### src/rtl/motion_mask.sv
`default_nettype none
// ============================================================================
//  Module   : motion_mask
//  Purpose  : Background subtraction. Pops one background and one current
//             pixel together, thresholds |cur - bg| into an 8'hFF/8'h00 mask
//             pixel, tracks frame position and pulses frame_done at frame end.
//  Option   : `define MOTION_MASK_COUNT_EN adds the per-frame motion_count.
//  Revision : 1.0 - initial release
// ============================================================================
module motion_mask #(
    parameter int         WIDTH     = 720,
    parameter int         HEIGHT    = 540,
    parameter logic [7:0] THRESHOLD = 8'd50
) (
    input  logic       clock,
    input  logic       reset_n,
    output logic       bg_rd_en,
    input  logic       bg_empty,
    input  logic [7:0] bg_dout,
    output logic       cur_rd_en,
    input  logic       cur_empty,
    input  logic [7:0] cur_dout,
    output logic       mask_wr_en,
    input  logic       mask_full,
    output logic [7:0] mask_din,
    output logic       frame_done
`ifdef MOTION_MASK_COUNT_EN
    ,
    output logic [$clog2(WIDTH*HEIGHT+1)-1:0] motion_count
`endif
);

    localparam int TOTAL = WIDTH * HEIGHT;
    localparam int PIX_W = (TOTAL > 1) ? $clog2(TOTAL) : 1;
    localparam logic [PIX_W-1:0] c_pix_last = PIX_W'(TOTAL - 1);

    typedef enum logic [0:0] {
        S_READ  = 1'b0,
        S_WRITE = 1'b1
    } state_t;

    state_t           r_state;
    state_t           w_state_next;
    logic [7:0]       r_diff_q;
    logic [PIX_W-1:0] r_pix_cnt;
    logic             r_frame_done;

    logic             w_pop;
    logic             w_write;
    logic             w_motion;
    logic             w_last;
    logic signed [8:0] w_diff;
    logic [8:0]       w_diff_neg;
    logic [7:0]       w_mag;

    // Nine-bit signed difference cannot overflow; its magnitude fits in 8 bits.
    assign w_diff     = $signed({1'b0, cur_dout}) - $signed({1'b0, bg_dout});
    assign w_diff_neg = 9'(-w_diff);
    assign w_mag      = w_diff[8] ? w_diff_neg[7:0] : w_diff[7:0];

    assign w_motion = (r_diff_q > THRESHOLD);
    assign w_last   = w_write && (r_pix_cnt == c_pix_last);

    always_comb begin
        w_state_next = r_state;
        w_pop        = 1'b0;
        w_write      = 1'b0;
        case (r_state)
            S_READ: begin
                if (!bg_empty && !cur_empty) begin
                    w_pop        = 1'b1;
                    w_state_next = S_WRITE;
                end
            end
            S_WRITE: begin
                if (!mask_full) begin
                    w_write      = 1'b1;
                    w_state_next = S_READ;
                end
            end
            default: w_state_next = S_READ;
        endcase
    end

    assign bg_rd_en   = w_pop;
    assign cur_rd_en  = w_pop;
    assign mask_wr_en = w_write;
    assign mask_din   = (w_write && w_motion) ? 8'hFF : 8'h00;
    assign frame_done = r_frame_done;

    always_ff @(posedge clock or negedge reset_n) begin
        if (!reset_n) begin
            r_state      <= S_READ;
            r_diff_q     <= 8'd0;
            r_pix_cnt    <= '0;
            r_frame_done <= 1'b0;
        end else begin
            r_state      <= w_state_next;
            r_frame_done <= w_last;
            if (w_pop) begin
                r_diff_q <= w_mag;
            end
            if (w_write) begin
                r_pix_cnt <= w_last ? '0 : r_pix_cnt + 1'b1;
            end
        end
    end

`ifdef MOTION_MASK_COUNT_EN
    localparam int CNT_W = $clog2(TOTAL + 1);

    logic [CNT_W-1:0] r_acc;
    logic [CNT_W-1:0] r_motion_count;

    // The last pixel's own motion bit is folded in on the publishing edge.
    always_ff @(posedge clock or negedge reset_n) begin
        if (!reset_n) begin
            r_acc          <= '0;
            r_motion_count <= '0;
        end else if (w_write) begin
            if (w_last) begin
                r_motion_count <= r_acc + CNT_W'(w_motion);
                r_acc          <= '0;
            end else begin
                r_acc <= r_acc + CNT_W'(w_motion);
            end
        end
    end

    assign motion_count = r_motion_count;
`endif

endmodule
`default_nettype wire

### config.mk
export PLATFORM = sky130hd
export DESIGN_NAME = motion_mask
export DESIGN_NICKNAME = d
export VERILOG_FILES = /design/src/rtl/motion_mask.sv
export SDC_FILE = /design/constraint.sdc
export NUM_CORES = 1
export LEC_CHECK = 0
export ABC_AREA = 1
export CELL_PAD_IN_SITES_DETAIL_PLACEMENT = 2
export CELL_PAD_IN_SITES_GLOBAL_PLACEMENT = 2
export CORE_UTILIZATION = 32
export DETAILED_ROUTE_END_ITERATION = 12
export HOLD_SLACK_MARGIN = 0.1
export PLACE_DENSITY_LB_ADDON = 0.1
export SLEW_MARGIN = 10
export SYNTH_ARGS = -nofsm -noshare
export SYNTH_HDL_FRONTEND = slang
export SYNTH_SLANG_ARGS = --single-unit
### constraint.sdc
create_clock -name clock -period 4.3 [get_ports clock]
set_input_delay 0.86 -clock clock [delete_from_list [all_inputs] [get_ports clock]]
set_output_delay 0.86 -clock clock [all_outputs]
set_load 0.005 [all_outputs]
-- After elaboration in Yosys (flattened, before gate mapping)
Index checks and enable logic that the tools add are counted.
- $add $sub $neg: 3
- multipliers: 0
- divide/modulo/power cells: 0
- order comparisons: 1
- equality and inequality tests: 1
- shift-type cells: 0
- mux-type cells: 9
- bitwise logic cells: 1
- reductions and logical operators: 5
- operators by type and width (kind ; count):
    $add 19x1->19 const B ; 1
    $eq 19x19->1 const B ; 1
    $mux 19 ; 1
    $mux 8 ; 2
    $sub 8x8->9 ; 1
    $gt 8x6->1 const B ; 1
    $neg 8->8 ; 1
    $mux 1 ; 5
    $logic_and 1x1->1 ; 3
    $logic_not 1->1 ; 2
    $pmux 1 s2 ; 1
    $not 1->1 ; 1
- register bits after elaboration: 29
- bits in latches: 0
- memory bits (writable): 0
- ROM bits: 0
- input bits: 21
- memories: 0

-- Longest topological paths before layout
- depth after elaboration: 4
- mapped depth: 15
- gate-level depth less buffers: 15

-- Least setup slack after synthesis
Ideal clock, no wire load.
- path kind: input to register
- start point: input port cur_dout[0]
- end point: register r_diff_q[6]
- data arrival time: 2.344 ns
- setup slack: 1.838 ns
- stages: 14
- path buffers: 0
- cells stage by stage: inv_1 ha_1 inv_1 fa_1 inv_1 ha_1 nand2_1 nand3b_1 nor2_1 nand2_1 nand2_1 nand2_1 nand3_1 nand2_1
- longest elaborated chain between the ends: 3
- RTL lines (what ; line ; text):
    start: declaration ; 22 ; input logic [7:0] cur_dout,
    $sub 8x8->9 (*) ; 57 ; assign w_diff = $signed({1'b0, cur_dout}) - $signed({1'b0, bg_dout});
    $neg 8->8 ; 58 ; assign w_diff_neg = 9'(-w_diff);
    $mux 8 (*) ; 59 ; assign w_mag = w_diff[8] ? w_diff_neg[7:0] : w_diff[7:0];
    end signal: assignment ; 101 ; r_diff_q <= w_mag;
    end: declaration ; 44 ; logic [7:0] r_diff_q;
Every way passes the cells marked *; elsewhere a longest branch is shown, timed or not.
A chain may end at the register's enable or synchronous reset.

-- Final worst setup path
- start point: input port mask_full
- end point: output port mask_din[3]
- longest elaborated chain between the ends: 4
- RTL lines (what ; line ; text):
    start: declaration ; 24 ; input logic mask_full,
    $mux 1 ; 76 ; if (!mask_full) begin
    $mux 1 ; 68 ; case (r_state)
    $logic_and 1x1->1 ; 88 ; assign mask_din = (w_write && w_motion) ? 8'hFF : 8'h00;
    $mux 8 ; 88 ;
    end: declaration ; 25 ; output logic [7:0] mask_din,
Every way passes these cells.

==> flow_metrics.py <==
metrics = {
    "outcome": {
        "status": "finished clean",
    },
    "cts": {
        "postCtsSetupBuffers": 0,
        "cts_buffer_depth": 2,
        "cts_tree": "built",
        "clk_latency_ns": 0.28,
        "htreeDepth": 2,
        "cts_resized": 0,
        "root_buffer": "clkbuf_8",
        "numCtsBuffers": 5,
        "cts.sinks": 29,
        "cts_hold_buf": 0,
        "clk_pin_slew_ns": 0.06,
    },
    "timing": {
        "post-route-min-period_ns": 3.32,
        "fmax_ghz": 0.301,
        "fin_skew_ns": 0.00985,
        "finalCritPeriodShare_pct": 77.3,
        "setup_tns_ns": 0,
        "maxSlewViolCount": 0,
        "tightest_slew_ns": 0.477,
        "rsz0062_at_grt": "false",
        "finalWorstSetupSlack_ns": 0.978,
        "setup_violations": 0,
        "slew_headroom_pct": 68.2,
        "hold_viol": 0,
    },
    "routing": {
        "ant_nets": 0,
        "wl_per_cell_um": 13.6,
        "route.detailed.drc": 0,
        "via_per_inst": 4.97,
        "vias": 2066,
        "drt_iter0_drc": 51,
        "drt-pass1-iter-count": 4,
        "drt_wl_total_um": 5670,
    },
    "critical_path": {
        "worstSetupEndpointType": "primary output",
        "crit_path_start": "mask_full",
        "cp_max_fo": 8,
        "cp.required_ns": 3.44,
        "cp_slowest_cell": "clkdlybuf4s50_1",
        "cp-start-kind": "primary input",
        "cp.arrival_ns": 2.46,
        "slowest_delay_ns": 0.60,
        "timing.critical_path.mode_cell": "clkdlybuf4s50_1",
        "path_cells": "clkdlybuf4s50_1, inv_1, nand2_4, a21oi_1, clkdlybuf4s50_1",
        "crit_type": "primary input to primary output",
        "r2r-start": "r_pix_cnt[1]$_DFFE_PN0P_",
    },
    "placement": {
        "place_ws_ns": 0.943,
        "port_buffers": 32,
        "place_hpwl_um": 4660,
        "place_congestion": 0.811,
    },
    "finish": {
        "drive_above_1_share_pct": 7.37,
        "antenna-diode-count": 0,
        "multi_input_area_um2": 1150,
        "layout.nets": 370,
        "register_area_um2": 726,
        "syn2layout_area_growth_pct": 21.5,
        "fillCellCount": 794,
    },
    "die": {
        "ios": 33,
        "die_x_um": 83.6,
        "dieArea_um2": 6980,
        "rows": 29,
        "initial_core_util_pct": 33.3,
        "core_area_um2": 6390,
        "die-height_um": 83.6,
    },
    "global_route": {
        "grt_pass1_vias": 2159,
        "grt_max_degree": 30,
        "grt_pass1_wl_um": 9980,
        "antenna_found_initial": 0,
        "grt_overflow": 0,
        "grtUsageTotal_pct": 17.5,
    },
    "logic_synthesis": {
        "netlist_area_um2": 2130,
        "yosysWarnings": 0,
        "ys_seq_area_share_pct": 34.1,
        "synth_area_per_cell_um2": 6.98,
        "synth-async-reset-ratio_pct": 100,
        "synth_area_leader_cell": "dfrtp_1",
        "ys_ff_latch": 29,
        "synth_cell_types": 31,
        "synth_fp_nets": 337,
        "synthTopCellsByCount": "nand2_1, inv_1, nand3_1",
        "synth_top_cell_area_share_pct": 34.1,
        "synth-edff-count": 0,
        "synth_most_common_cell": "nand2_1",
        "synth_cells": 305,
        "synth_area_leaders": "dfrtp_1, nand2_1, inv_1, nand3_1, ha_1",
        "synth_ff_type": "dfrtp_1",
    },
    "power": {
        "ir_drop_uv": 232,
        "power_leakage_uw": 0.00134,
        "cellPowerDensity_nw_per_um2": 351,
    },
    "run": {
        "cap_violations": 0,
    },
    "worst_hold_path": {
        "min_path_type": "flop to flop",
        "worstHoldStart": "r_diff_q[5]$_DFFE_PN0P_",
    },
}
==> state kept, by name (all words and copies together) (netlist names) <==
| register | cells |
|---|---|
| frame_done | 1 |
| r_diff_q | 8 |
| r_pix_cnt | 19 |
| r_state | 1 |
==> power breakdown <==
| group | switching, uW | leakage [uW] | internal (uW) |
|---|---|---|---|
| logic | 174 | 0.000957 | 119 |
| clock network | 113 | 0.0000439 | 112 |
| registers | 59.3 | 0.000335 | 330 |
| total | 346 | 0.00134 | 561 |
==> cell type report <==
| type | count | share of cell area [%] |
|---|---|---|
| Clock buffer | 5 | 2.66 |
| Clock inverter | 3 | 0.677 |
| Inverter | 50 | 7.26 |
| Multi-Input combinational cell | 218 | 44.7 |
| Sequential cell | 29 | 28.1 |
| Tap cell | 77 | 3.73 |
| Timing Repair Buffer | 34 | 13.0 |
==> layer usage <==
metal  track usage (%)  part of all wire [%]  wire (um)  vias up
li1                  -                     -          -     1036
met2              27.3                    44       2500       35
met3              2.67                   2.3        133        6
met5                 0                     0          0        -
met4              5.08                   1.2         70        0
met1              25.1                    52       2960      989
==> path summary, 6_finish.rpt <==
kind                                              to  slack (ns)  depth (start not counted)
setup reg to reg           r_pix_cnt[14]$_DFFE_PN0P_        2.56                          8
hold reg to reg              r_diff_q[5]$_DFFE_PN0P_        0.49                          2
setup / recovery                         mask_din[3]        0.98                          5
hold / removal               r_diff_q[5]$_DFFE_PN0P_        0.49                          2
min in group asynchronous    r_diff_q[0]$_DFFE_PN0P_        0.97                          2
max in group asynchronous  r_pix_cnt[15]$_DFFE_PN0P_        3.05                          2
==> through the flow <==
stage	area [um^2]	util [%]	hold WS, ns	instances	total power [uW]
final	2590	40.5	0.490	416	907
after global placement	2500	39.1	0.463	408	678
after detailed placement	2500	39.1	0.479	408	695
after floorplan	2130	-	0.450	305	588
after global routing	2590	40.5	0.523	416	982
after CTS	2590	40.5	0.499	416	927
==> layout by cell type (no fill, tap or decap), types with 8 or more instances in the layout <==
master,n
nand2_1,85
inv_1,47
clkdlybuf4s50_1,32
nand3_1,31
dfrtp_1,29
nor2_1,24
a21oi_1,15
o21ai_0,11
ha_1,10
nor3_1,8
==> critical path: cells and delay by family <==
| family | cells | cell delay (ns) |
|---|---|---|
| AOI/OAI and AO/OA | 1 | 0.40 |
| buffers and inverters | 3 | 1.12 |
| and+or+nand+nor | 1 | 0.08 |
==> logic make-up after synthesis <==
kind of cell	after synthesis	synth area share, %
adder cells (fa/ha/maj)	11	6.82
buffers and inverters	58	11.6
AO/OA/AOI/OAI	34	8.94
flip-flops	29	34.1
XOR/XNOR	3	1.23
AND/OR/NAND/NOR	170	37.3
Note: power is estimated with default switching activity, not from simulation.
